--- src/rtl/srsw_arb_pkg.sv ---
// Shared defaults and slice helpers for the single-read/single-write port arbiter.
package srsw_arb_pkg;

  localparam int NREQ_DEFAULT = 4;
  localparam int AW_DEFAULT   = 2;
  localparam int DW_DEFAULT   = 32;

  // Low bit of slice idx in a flattened per-requester bus of the given width.
  function automatic int slice_lo(input int idx, input int width);
    return idx * width;
  endfunction

endpackage

--- src/rtl/rr_arbiter.sv ---
// Round-robin arbiter: picks the first eligible requester at or after the pointer,
// then moves the pointer just past the winner.
module rr_arbiter #(
  parameter int N = 4
) (
  input  logic         clk,
  input  logic         rst,
  input  logic [N-1:0] eligible,
  output logic [N-1:0] grant
);

  localparam int PW = (N > 1) ? $clog2(N) : 1;

  logic [PW-1:0] ptr;
  logic [PW-1:0] gidx;
  logic [PW-1:0] cand;
  logic          found;

  always_comb begin
    grant = '0;
    gidx  = '0;
    cand  = '0;
    found = 1'b0;
    for (int k = 0; k < N; k++) begin
      cand = PW'((int'(ptr) + k) % N);
      if (!found && eligible[cand]) begin
        found       = 1'b1;
        grant[cand] = 1'b1;
        gidx        = cand;
      end
    end
  end

  always_ff @(posedge clk or posedge rst) begin
    if (rst) begin
      ptr <= '0;
    end else if (found) begin
      ptr <= (int'(gidx) == N - 1) ? '0 : gidx + 1'b1;
    end
  end

endmodule

--- src/rtl/srsw_port_arbiter.sv ---
// Shares one single-read/single-write memory among NREQ requesters with
// independent read/write round-robin arbiters and one-entry response buffers.
module srsw_port_arbiter
  import srsw_arb_pkg::*;
#(
  parameter int NREQ = NREQ_DEFAULT,
  parameter int AW   = AW_DEFAULT,
  parameter int DW   = DW_DEFAULT
) (
  input  logic             clk,
  input  logic             rst,
  input  logic [NREQ-1:0]    req_valid,
  input  logic [NREQ-1:0]    req_we,
  input  logic [NREQ*AW-1:0] req_addr,
  input  logic [NREQ*DW-1:0] req_wdata,
  output logic [NREQ-1:0]    req_ready,
  output logic [NREQ-1:0]    rsp_valid,
  output logic [NREQ*DW-1:0] rsp_rdata,
  input  logic [NREQ-1:0]    rsp_ready,
  output logic             mem_wen,
  output logic [AW-1:0]    mem_waddr,
  output logic [DW-1:0]    mem_wdata,
  output logic             mem_ren,
  output logic [AW-1:0]    mem_raddr,
  input  logic [DW-1:0]    mem_rdata
);

  localparam int TW = (NREQ > 1) ? $clog2(NREQ) : 1;

  logic [NREQ-1:0] pend;
  logic [NREQ-1:0] wr_elig;
  logic [NREQ-1:0] rd_elig;
  logic [NREQ-1:0] wr_grant;
  logic [NREQ-1:0] rd_grant;
  logic [NREQ-1:0] rsp_fire;
  logic            infl_valid;
  logic [TW-1:0]   infl_tag;
  logic [TW-1:0]   rd_idx;

  // Eligibility is masked during reset so every output is quiet while rst is high.
  assign wr_elig  = rst ? '0 : (req_valid & req_we);
  assign rd_elig  = rst ? '0 : (req_valid & ~req_we & ~pend);
  assign rsp_fire = rsp_valid & rsp_ready;

  rr_arbiter #(.N(NREQ)) u_wr_arb (
    .clk      (clk),
    .rst      (rst),
    .eligible (wr_elig),
    .grant    (wr_grant)
  );

  rr_arbiter #(.N(NREQ)) u_rd_arb (
    .clk      (clk),
    .rst      (rst),
    .eligible (rd_elig),
    .grant    (rd_grant)
  );

  // A requester is either a writer or a reader in a given cycle, so the grants never overlap.
  assign req_ready = wr_grant | rd_grant;

  always_comb begin
    mem_wen   = 1'b0;
    mem_waddr = '0;
    mem_wdata = '0;
    mem_ren   = 1'b0;
    mem_raddr = '0;
    rd_idx    = '0;
    for (int i = 0; i < NREQ; i++) begin
      if (wr_grant[i]) begin
        mem_wen   = 1'b1;
        mem_waddr = req_addr[slice_lo(i, AW) +: AW];
        mem_wdata = req_wdata[slice_lo(i, DW) +: DW];
      end
      if (rd_grant[i]) begin
        mem_ren   = 1'b1;
        mem_raddr = req_addr[slice_lo(i, AW) +: AW];
        rd_idx    = TW'(i);
      end
    end
  end

  // The response register doubles as the read buffer: memory data lands in the
  // tagged requester's slice one cycle after the grant and is visible the cycle after.
  always_ff @(posedge clk or posedge rst) begin
    if (rst) begin
      pend       <= '0;
      infl_valid <= 1'b0;
      infl_tag   <= '0;
      rsp_valid  <= '0;
      rsp_rdata  <= '0;
    end else begin
      infl_valid <= mem_ren;
      infl_tag   <= rd_idx;
      for (int i = 0; i < NREQ; i++) begin
        if (rd_grant[i]) begin
          pend[i] <= 1'b1;
        end else if (rsp_fire[i]) begin
          pend[i] <= 1'b0;
        end
        if (rsp_fire[i]) begin
          rsp_valid[i] <= 1'b0;
        end else if (infl_valid && infl_tag == TW'(i)) begin
          rsp_valid[i]                      <= 1'b1;
          rsp_rdata[slice_lo(i, DW) +: DW] <= mem_rdata;
        end
      end
    end
  end

endmodule

--- config.mk ---
export PLATFORM = sky130hd
export DESIGN_NAME = srsw_port_arbiter
export DESIGN_NICKNAME = d
export VERILOG_FILES = /design/src/rtl/srsw_arb_pkg.sv /design/src/rtl/rr_arbiter.sv /design/src/rtl/srsw_port_arbiter.sv
export SDC_FILE = /design/constraint.sdc
export NUM_CORES = 1
export LEC_CHECK = 0
export ABC_AREA = 1
export BUFFER_PORTS_ARGS = -buffer_cell sky130_fd_sc_hd__buf_2
export CORE_AREA = 3 3 137 139
export DETAILED_ROUTE_END_ITERATION = 8
export DIE_AREA = 0 0 140 142
export PLACE_DENSITY_LB_ADDON = 0.05
export SYNTH_ARGS = -nofsm -noshare
export SYNTH_HDL_FRONTEND = slang
export SYNTH_SLANG_ARGS = --single-unit
--- constraint.sdc ---
create_clock -name clk -period 9.2 [get_ports clk]
set_input_delay 0.46 -clock clk [delete_from_list [all_inputs] [get_ports clk]]
set_output_delay 0.46 -clock clk [all_outputs]
set_load 0.01 [all_outputs]
==> summary.txt, run 1 <==
GRT
  • Vias in the first global route: 7008
  • Pin count of the biggest net entering global routing: 79
  • Initial antenna violation count: 4
  • Grt total ovfl: 0
  • First-pass GRT wire length: 38.4 mm
  • GRT Total Usage: 24.0%

Timing
  • RSZ-0062 raised after global routing: no
  • Clock Skew: 0.00854 ns
  • Slew Viols, Final: 0
  • Rel. slew slack: 41.2%
  • Tmin final: 4.01 ns
  • Period utilization: 43.6%
  • Slew @ Worst Pin: 0.882 ns
  • Fmax: 249 MHz
  • Endpoints failing setup: 0
  • Final setup margin: 5.19 ns
  • Final Hold Viols: 0
  • Setup TNS: 0 ns
  • Hold slack: 0.215 ns

Die
  • Core Box Area: 17800 um^2
  • Chip height: 142 um
  • # IOs: 356
  • Starting density of the core: 42.1%
  • Rows: 49
  • DIE AREA: 19900 um^2
  • Chip Width: 140 um

Power and ir drop
  • Switching Share: 49.5%
  • P_int: 2.34 mW
  • Share of total power in the clock network: 14.0%
  • Sequential share of power: 23.8%
  • Leak pwr: 5.77 nW
  • Maximum vdd drop: 0.000355 V
  • Logic pwr share: 62.2%
  • Total Power: 4.63 mW
  • P per Cell Area: 467 nW/um^2
  • Switching Power: 2.29 mW

Worst setup path
  • R2R Path Start: u_rd_arb.ptr[0]$_DFFE_PP0P_
  • CP most frequent cell: nand2_1
  • CP cell instances: inv_2 -> ha_1 -> inv_1 -> nand2_1 -> nand2_1 -> nor2_1 -> a21boi_2 -> nand3_2 -> a21oi_1 -> nand2_1 -> nand2_1 -> nand2_1 -> buf_2
  • WP data arrival: 3.55 ns
  • Critical Path End: mem_wdata[25]
  • Worst path required time: 8.74 ns
  • Crit Path Max Fanout: 34
  • Reg2Reg Setup Slack: 6.59 ns
  • Crit path launch type: flip-flop
  • Path type of the worst setup path: reg -> out
  • Worst Path Buf+Inv: 3
  • CP max stage delay: 0.61 ns
  • Largest delay share family, worst path: simple AND/OR/NAND/NOR gates
  • Reg2Reg Depth: 11
  • CP endpoint kind: output port
  • Crit path depth: 13
  • Worst R2R End: infl_valid$_DFF_PP0_
  • CP max stage cell: nand3_2

Place
  • Dpl cells: 1540
  • GP Congestion: 0.956
  • Number of buffers added on ports: 355
  • Area of placed instances: 9350 um^2
  • Setup slack at placement: 5.35 ns
  • Detailed placement HPWL: 18.5 mm

Synthesis
  • Dominant register cell in the synthesized netlist: dfrtp_1
  • Synth unique cells: 31
  • Top-area cell type share of the netlist area: 47.8%
  • EDFF count, synth: 0
  • Cells after Synth: 1002
  • Post-synthesis average cell area: 7.48 um^2
  • Yosys warns: 0
  • Post-synthesis instance area: 7490 um^2
  • Top cell type by total area after synthesis: dfrtp_1
  • Post-synthesis sequential area ratio: 47.8%
  • Count leader, synth: nand2_1
  • Synth Register Bits: 143
  • Top cells by instance count after synthesis: nand2_1, dfrtp_1, o21ai_0
  • Top cells by area, synth: dfrtp_1, nand2_1, o21ai_0, nand3_1, inv_1
  • Async set-or-reset flop fraction in the synthesized netlist: 100%
  • Mapped Nets: 1195

Finish
  • Syn-to-layout area delta: 32.3%
  • Final Util: 55.7%
  • Cell area after layout: 9910 um^2
  • Area of the multi-input gates: 3280 um^2
  • Nets: 1523
  • Register Area: 3580 um^2
  • Finished Layout Cells: 1572
  • Layout cells sized above 1: 31.7%
  • FILL cells: 1782

Drt
  • Starting DRT DRC Count: 556
  • Avg WL per Cell: 15.8 um
  • DR vias/cell: 4.92
  • DRC Markers: 0
  • Vias post-DR: 7732
  • TritonRoute pass-1 iters: 6
  • Number of antenna-violating nets in the routed design: 0
  • Final wirelength: 24.9 mm

Clocking
  • CTS Sinks: 143
  • Root Buffer: clkbuf_16
  • Total CTS buffers: 17
  • Hold Buf Count CTS: 0
  • CTS max path bufs: 2
  • Setup repair bufs after CTS: 0
  • Depth of the CTS H-tree: 4
  • Post-CTS sizing: 0
  • Reg clk slew, reported paths: 0.06 ns
  • CTS tree: done
  • Clock Latency Late Sink: 0.41 ns

Run
  • Max-cap violations: 0

Worst hold path
  • Worst hold-check path type: in -> async

Status
  • Status: complete, no violations
[cell type report]
class / count / share of cell area [%]
diodes: 1 / 0.0252
clock buffers: 19 / 4.57
clock inverters: 12 / 1.11
inverters: 98 / 3.76
multi-input cells: 708 / 33.1
flip-flops and latches: 143 / 36.1
well taps: 229 / 2.89
repair buffers: 362 / 18.5
[worst min-delay path by stage]
stage | startpoint | endpoint | slack, ns
2_1_floorplan | pend[0]$_DFFE_PP0P_ | pend[0]$_DFFE_PP0P_ | 0.45
3_3_place_gp | rsp_rdata[102]$_DFFE_PP0P_ | rsp_rdata[102]$_DFFE_PP0P_ | 0.46
3_5_place_dp | rsp_rdata[28]$_DFFE_PP0P_ | rsp_rdata[28]$_DFFE_PP0P_ | 0.47
4_1_cts | rst | rsp_rdata[63]$_DFFE_PP0P_ | 0.23
5_1_grt | rst | async pin | 0.26
6_report | rst | async pin | 0.21
[power groups by stage]
stage                     combinational (mW)  sequential (mW)  clock [mW]
after floorplan                         1.78             1.22           0
after global placement                  2.87             1.10           0
after detailed placement                2.88             1.11           0
after CTS                               2.89             1.10       0.664
after global routing                    3.22             1.14       0.696
final                                   2.88             1.10       0.648
[worst reg2reg max path, delay by kind of cell (launching register included)]
kind	cells	cell delay, ns
buffers and inverters	3	0.52
DFF	1	0.54
AOI/OAI and AO/OA	1	0.28
and+or+nand+nor	6	0.83
adders and majority gates	1	0.38
[routing by layer]
layer | vias to the layer above | global-route usage, % | wire (um)
met5 | - | 0 | 33
met4 | 6 | 5.46 | 311
met3 | 32 | 6.38 | 1940
met2 | 264 | 35.1 | 11100
met1 | 3565 | 35.9 | 11500
li1 | 3865 | - | -
[cells by family (layout without fill, tap and decap cells)]
group / Yosys count / in the layout / share of synthesized area, %
compound gates: 219 / 219 / 15.3
simple gates: 478 / 478 / 26.5
other cells: 0 / 1 / 0
fa+ha+maj: 11 / 11 / 1.84
flops: 143 / 143 / 47.8
buf+inv: 151 / 491 / 8.60
[registers in the layout, indices dropped and copies added, names as in the netlist, named ones only]
name	count
pend	4
infl_valid	1
u_wr_arb.ptr	1
rsp_rdata	128
rsp_valid	4
u_rd_arb.ptr	2
infl_tag	2
[cells in the final DEF, fill, tap and decap left out]
cell,instances
a21boi_2,1
a21oi_1,66
a21oi_2,9
a22oi_1,2
buf_2,355
buf_4,7
bufinv_16,1
clkbuf_16,17
clkbuf_8,2
clkinv_2,3
clkinv_4,1
clkinvlp_4,4
dfrtp_1,143
diode_2,1
ha_1,11
inv_1,91
inv_2,6
inv_6,4
nand2_1,360
nand2_2,3
nand2_4,1
nand3_1,74
nand3_2,7
nand3b_1,1
nand4_1,4
nor2_1,22
nor2_2,3
nor2_4,1
nor2_8,1
nor3_1,1
o2111ai_1,1
o211ai_1,1
o21a_1,1
o21ai_0,136
o21ai_1,2
(Power assumes the default switching activity.)
==> inputs of run 2 (changes only) <==
Clock period 9.2 ns to 3.7 ns, I/O delays scaled along.
==> run 2 against run 1 <==
Total power grew to 2.5 times the previous value. Non-clock buffer count is 6 higher. Critical path depth is 1 higher. Die area stayed put. Core utilization is 0.68 points higher. Sequential power is 150% higher. Largest cell class unchanged. Hold slack worse by 0.13 ns. Critical path type unchanged. Wire length is 1.7% higher. Via count is 0.85% higher. Clock skew is 0.0049 ns higher.
==> summary.txt, run 2 (same netlist as run 1, synthesis figures left out) <==
Status
  • Status: complete, no violations (unchanged)

Worst setup path
  • Critical Path End: mem_wdata[29] (was mem_wdata[25])
  • Crit path launch type: flip-flop (unchanged)
  • CP endpoint kind: output port (unchanged)
  • Crit path depth: 14 (was 13)
  • Crit Path Max Fanout: 26 (was 34)
  • Worst R2R End: infl_valid$_DFF_PP0_ (unchanged)
  • CP most frequent cell: nand2_1 (unchanged)
  • Worst Path Buf+Inv: 4 (was 3)
  • WP data arrival: 3.25 ns (was 3.55 ns)
  • CP cell instances: inv_2 -> ha_1 -> inv_1 -> nand2_1 -> nand2_1 -> nor2_1 -> a21boi_2 -> nand3_2 -> buf_4 -> a21oi_1 -> nand2_1 -> nand2_1 -> nand2_1 -> buf_2 (was inv_2 -> ha_1 -> inv_1 -> nand2_1 -> nand2_1 -> nor2_1 -> a21boi_2 -> nand3_2 -> a21oi_1 -> nand2_1 -> nand2_1 -> nand2_1 -> buf_2)
  • Largest delay share family, worst path: buffers and inverters (was simple AND/OR/NAND/NOR gates)
  • Path type of the worst setup path: reg -> out (unchanged)
  • Reg2Reg Depth: 11 (unchanged)
  • R2R Path Start: u_rd_arb.ptr[0]$_DFFE_PP0P_ (unchanged)
  • CP max stage cell: dfrtp_1 (was nand3_2)
  • CP max stage delay: 0.54 ns (was 0.61 ns)
  • Worst path required time: 3.51 ns (was 8.74 ns)
  • Reg2Reg Setup Slack: 1.16 ns (was 6.59 ns)

Finish
  • Largest register FFs: 128 (unchanged)
  • Regs by FF count: rsp_rdata (128), pend (4), rsp_valid (4) (unchanged)
  • Inserted Diodes: 0 (was 1)
  • Syn-to-layout area delta: 33.9% (was 32.3%)
  • Reg with most FFs: rsp_rdata (unchanged)
  • Nets: 1529 (was 1523)
  • Register Area: 3580 um^2 (unchanged)
  • FILL cells: 1788 (was 1782)
  • Most common cell after layout, fill and taps aside: nand2_1 (unchanged)
  • Area of the multi-input gates: 3290 um^2 (was 3280 um^2)
  • Most frequent cells in the layout: nand2_1, buf_2, dfrtp_1 (unchanged)
  • Layout cells sized above 1: 31.9% (was 31.7%)

Clocking
  • Total CTS buffers: 17 (unchanged)
  • CTS Sinks: 143 (unchanged)
  • Depth of the CTS H-tree: 4 (unchanged)
  • Reg clk slew, reported paths: 0.06 ns (about the same)
  • Clock Latency Late Sink: 0.41 ns (about the same)
  • CTS max path bufs: 2 (unchanged)
  • Setup repair bufs after CTS: 0 (unchanged)
  • Root Buffer: clkbuf_16 (unchanged)
  • CTS tree: done (unchanged)

Drt
  • Final wirelength: 25.3 mm (was 24.9 mm)
  • Vias post-DR: 7798 (was 7732)
  • Starting DRT DRC Count: 639 (was 556)
  • DR vias/cell: 4.94 (was 4.92)
  • DRC Markers: 0 (unchanged)
  • Number of antenna-violating nets in the routed design: 0 (unchanged)
  • TritonRoute pass-1 iters: 5 (was 6)
  • Avg WL per Cell: 16.0 um (was 15.8 um)

Place
  • GP Congestion: 0.919 (was 0.956)
  • Number of buffers added on ports: 355 (unchanged)
  • Detailed placement HPWL: 18.8 mm (was 18.5 mm)

Timing
  • Slew Viols, Final: 0 (unchanged)
  • RSZ-0062 raised after global routing: no (unchanged)
  • Period utilization: 92.8%
  • Clock Skew: 0.0135 ns (was 0.00854 ns)
  • Tmin final: 3.43 ns
  • Slew @ Worst Pin: 0.680 ns (was 0.882 ns)
  • Endpoints failing setup: 0 (unchanged)
  • Final Hold Viols: 0 (unchanged)
  • Fmax: 291 MHz
  • Setup TNS: 0 ns (unchanged)
  • Rel. slew slack: 54.7% (was 41.2%)

GRT
  • Grt total ovfl: 0 (unchanged)
  • Global routing usage on met2: 38.0% (was 35.1%)
  • Initial antenna violation count: 2 (was 4)
  • Vias in the first global route: 7276 (was 7008)
  • M1 GR Usage: 35.0% (was 35.9%)
  • GRT Total Usage: 24.4% (was 24.0%)
  • Met3 usage: 6.49% (was 6.38%)
  • First-pass GRT wire length: 38.9 mm (was 38.4 mm)
  • Most Used Layer, Global Route: met2 (was met1)
  • Pin count of the biggest net entering global routing: 70 (was 79)

Die
  • Chip Width: 140 um (unchanged)
  • Starting density of the core: 42.1% (unchanged)
  • Core Box Area: 17800 um^2 (unchanged)
  • Chip height: 142 um (unchanged)
  • # IOs: 356 (unchanged)
  • Rows: 49 (unchanged)
  • DIE AREA: 19900 um^2 (unchanged)

Worst hold path
  • Worst hold start: mem_rdata[22]
  • Worst hold-check path type: in -> reg (was in -> async)

Power and ir drop
  • Maximum vdd drop: 0.000749 V (was 0.000355 V)
  • Leak pwr: 5.83 nW (was 5.77 nW)
  • P per Cell Area: 1170 nW/um^2 (was 467 nW/um^2)
  • Total Power: 11.8 mW (was 4.63 mW)

Run
  • Max-cap violations: 0 (unchanged)
run 2: cell count changes in the layout (fill, tap and decap cells not counted), moves of 2 or more:
cell / before / now
inv_6: 4 / 2
clkbuf_1: 0 / 2
buf_12: 0 / 2
bufinv_16: 1 / 3
buf_4: 7 / 10
run 2: layer usage:
layer	up-vias	share of wire, %
li1	3880	-
met2	283	46
met1	3613	46
met3	18	7.3
met4	4	0.64
met5	-	0.083
run 2: final cells by class:
class,count,area share (%)
sequential,143,35.7
multi-input combinational,708,32.8
timing repair buffer,368,19.0
clock buffer,20,4.45
inverter,98,3.72
tap,229,2.86
clock inverter,12,1.60
run 2: power breakdown:
group / switching (mW) / internal, mW / total, mW
registers: 0.437 / 2.31 / 2.74
clock network: 0.656 / 1.08 / 1.74
logic: 4.65 / 2.64 / 7.29
total: 5.74 / 6.03 / 11.8
run 2: per-stage QoR:
step / cell area [um^2] / setup WS (ns) / hold WS (ns) / std cells / util, %
2_1_floorplan: 7490 / 0.117 / 0.376 / 1002 / -
3_3_place_gp: 9410 / 0.792 / 0.113 / 1545 / 52.9
3_5_place_dp: 9410 / 0.773 / 0.116 / 1545 / 52.9
4_1_cts: 10000 / 0.305 / 0.0659 / 1578 / 56.4
5_1_grt: 10000 / 0.0683 / 0.0748 / 1578 / 56.4
6_report: 10000 / 0.267 / 0.0818 / 1578 / 56.4
run 2: timing repair:
action | CTS | global route
setup endpoints to repair | 0 | 5
hold buffers | 1 | 0
endpoints found under the hold margin | 1 | 0
resized for setup | 0 | 1
run 2: worst min path at each step:
stage | endpoint | slack (ns) | cells past startpoint
floorplan | rsp_rdata[0]$_DFFE_PP0P_ | 0.38 | 2
global placement | async pin | 0.11 | 2
detailed placement | async pin | 0.12 | 2
CTS | rsp_rdata[22]$_DFFE_PP0P_ | 0.07 | 3
global route | rsp_rdata[61]$_DFFE_PP0P_ | 0.07 | 3
finish | rsp_rdata[22]$_DFFE_PP0P_ | 0.08 | 3
run 2: tightest hold or removal path: stages:
cell	delay (ns)
buf_2	0.07
inv_1	0.05
o21ai_0	0.14
==> inputs of run 3 (changes only) <==
Clock period 3.7 ns to 3.3 ns, I/O delays scaled along.
==> run 3 against run 2 <==
Via count is 0.72% higher. Sequential share of layout area is 0.77 points lower. Sequential power is 11% higher. Critical path depth stayed put. Cell area is 2.3% higher. Hold slack worse by 0.028 ns. Largest power group unchanged.
==> summary.txt, run 3 (same netlist as run 1, synthesis figures left out) <==
Finish
  • Largest register FFs: 128 (unchanged)
  • Reg with most FFs: rsp_rdata (unchanged)
  • Regs by FF count: rsp_rdata (128), pend (4), rsp_valid (4) (unchanged)
  • FILL cells: 1759 (was 1788)
  • Register Area: 3580 um^2 (about the same)
  • Inserted Diodes: 0 (unchanged)
  • Nets: 1540 (was 1529)
  • Most frequent cells in the layout: nand2_1, buf_2, dfrtp_1 (unchanged)
  • Layout cells sized above 1: 33.0% (was 31.9%)
  • Area of the multi-input gates: 3330 um^2 (was 3290 um^2)
  • Syn-to-layout area delta: 37.0% (was 33.9%)
  • Most common cell after layout, fill and taps aside: nand2_1 (unchanged)

Power and ir drop
  • Total Power: 13.9 mW (was 11.8 mW)
  • Leak pwr: 5.93 nW (was 5.83 nW)
  • Maximum vdd drop: 0.000703 V (was 0.000749 V)
  • P per Cell Area: 1350 nW/um^2 (was 1170 nW/um^2)

Timing
  • Rel. slew slack: 46.6% (was 54.7%)
  • Setup TNS: 0 ns (unchanged)
  • Final setup margin: 0.231 ns (was 0.267 ns)
  • Clock Skew: 0.00870 ns (was 0.0135 ns)
  • Period utilization: 93.0%
  • Endpoints failing setup: 0 (unchanged)
  • Final Hold Viols: 0 (unchanged)
  • RSZ-0062 raised after global routing: no (unchanged)
  • Slew @ Worst Pin: 0.801 ns (was 0.680 ns)
  • Tmin final: 3.07 ns
  • Fmax: 326 MHz
  • Slew Viols, Final: 0 (unchanged)

Die
  • Starting density of the core: 42.1% (unchanged)
  • Core Box Area: 17800 um^2 (unchanged)
  • DIE AREA: 19900 um^2 (unchanged)
  • Rows: 49 (unchanged)
  • Chip Width: 140 um (unchanged)
  • Chip height: 142 um (unchanged)
  • # IOs: 356 (unchanged)

Worst hold path
  • Worst hold-check path type: in -> reg (unchanged)
  • WHS Path Cells: 3 (unchanged)
  • Worst Hold End: rsp_rdata[85]$_DFFE_PP0P_ (was rsp_rdata[22]$_DFFE_PP0P_)
  • Worst hold start: mem_rdata[21] (was mem_rdata[22])

Status
  • Status: complete, no violations (unchanged)

Run
  • Max-cap violations: 0 (unchanged)

Worst setup path
  • R2R Path Start: u_rd_arb.ptr[1]$_DFFE_PP0P_ (was u_rd_arb.ptr[0]$_DFFE_PP0P_)
  • Crit path launch type: flip-flop (unchanged)
  • Reg2Reg Setup Slack: 1.01 ns (was 1.16 ns)
  • Path type of the worst setup path: reg -> out (unchanged)
  • CP endpoint kind: output port (unchanged)
  • WP data arrival: 2.90 ns (was 3.25 ns)
  • Worst R2R End: infl_tag[0]$_DFF_PP0_ (was infl_valid$_DFF_PP0_)
  • Worst path required time: 3.13 ns (was 3.51 ns)
  • Crit Path Max Fanout: 18 (was 26)
  • Reg2Reg Depth: 11 (unchanged)

Clocking
  • Clock Latency Late Sink: 0.42 ns (was 0.41 ns)
  • Root Buffer: clkbuf_16 (unchanged)
  • Depth of the CTS H-tree: 4 (unchanged)
  • CTS max path bufs: 2 (unchanged)
  • Total CTS buffers: 17 (unchanged)
  • CTS tree: done (unchanged)
  • CTS Sinks: 143 (unchanged)
  • Reg clk slew, reported paths: 0.06 ns (about the same)

Drt
  • Number of antenna-violating nets in the routed design: 0 (unchanged)
  • Final wirelength: 25.5 mm (was 25.3 mm)
  • DR vias/cell: 4.95 (was 4.94)
  • Starting DRT DRC Count: 454 (was 639)
  • DRC Markers: 0 (unchanged)
  • TritonRoute pass-1 iters: 4 (was 5)
  • Avg WL per Cell: 16.1 um (was 16.0 um)
  • Vias post-DR: 7854 (was 7798)

GRT
  • Pin count of the biggest net entering global routing: 70 (unchanged)
  • Initial antenna violation count: 2 (unchanged)
  • Grt total ovfl: 0 (unchanged)
  • Vias in the first global route: 7212 (was 7276)
  • GRT Total Usage: 24.3% (was 24.4%)
  • First-pass GRT wire length: 39.0 mm (was 38.9 mm)

Place
  • Setup slack at placement: 0.344 ns (was 0.773 ns)
  • Detailed placement HPWL: 18.3 mm (was 18.8 mm)
  • GP Congestion: 0.928 (was 0.919)
  • Number of buffers added on ports: 355 (unchanged)
[run 3: worst max path at each step]
stage,cells after the start,end,slack (ns),startpoint
after CTS,14,mem_wdata[0],0.04,u_wr_arb.ptr[1]$_DFFE_PP0P_
after detailed placement,14,mem_wdata[19],0.34,flip-flop
after floorplan,14,mem_wdata[17],0.47,rst
after global routing,14,mem_wdata[30],0.04,u_wr_arb.ptr[1]$_DFFE_PP0P_
final,14,mem_wdata[24],0.23,u_wr_arb.ptr[1]$_DFFE_PP0P_
after global placement,15,mem_wdata[21],0.47,flip-flop
[run 3: critical path, stage by stage, from the launching register on]
cell	delay, ns
dfrtp_2	0.46
inv_1	0.21
ha_4	0.26
inv_1	0.11
nand2_1	0.07
nand2_1	0.10
nor2_1	0.10
a21boi_2	0.22
nand2_2	0.16
nor2_8	0.31
nand3_1	0.14
nand2_1	0.08
nand2_1	0.06
nand2_1	0.06
buf_2	0.12
[run 3: routing by layer]
layer	track usage, %	share of wire, %
met2	36.8	46
met5	0	0.11
met4	6.37	1.2
met1	35.8	46
met3	5.07	7.3
[run 3: repair_timing]
| action | in CTS | in global routing |
|---|---|---|
| resized for setup | 3 | 6 |
| gates cloned | 0 | 4 |
| endpoints found under the hold margin | 28 | 0 |
| pin swaps | 1 | 3 |
| hold buffers | 1 | 0 |
| endpoints found under the setup margin | 18 | 40 |
| setup buffers | 0 | 6 |
[run 3: per-stage QoR]
stage,cells,util (%),hold WS (ns),cell area [um^2]
4_1_cts,1578,56.6,0.0351,10100
3_3_place_gp,1546,53.0,0.356,9430
6_report,1588,57.7,0.0539,10300
3_5_place_dp,1546,53.0,0.354,9430
5_1_grt,1588,57.7,0.0561,10300
2_1_floorplan,1002,-,0.356,7490
[run 3: layout make-up]
cell class              count  share of cell area, %
well taps                 229                   2.79
repair buffers            378                   20.3
flip-flops and latches    143                   34.9
clock inverters            13                   1.72
clock buffers              18                   4.28
multi-input cells         709                   32.4
inverters                  98                   3.63
[run 3: power by group]
| part | total [mW] | internal, mW | leakage, nW | switching, mW |
|---|---|---|---|---|
| combinational | 8.81 | 3.39 | 3.86 | 5.42 |
| clock | 2.00 | 1.22 | 0.298 | 0.781 |
| sequential | 3.05 | 2.59 | 1.77 | 0.458 |
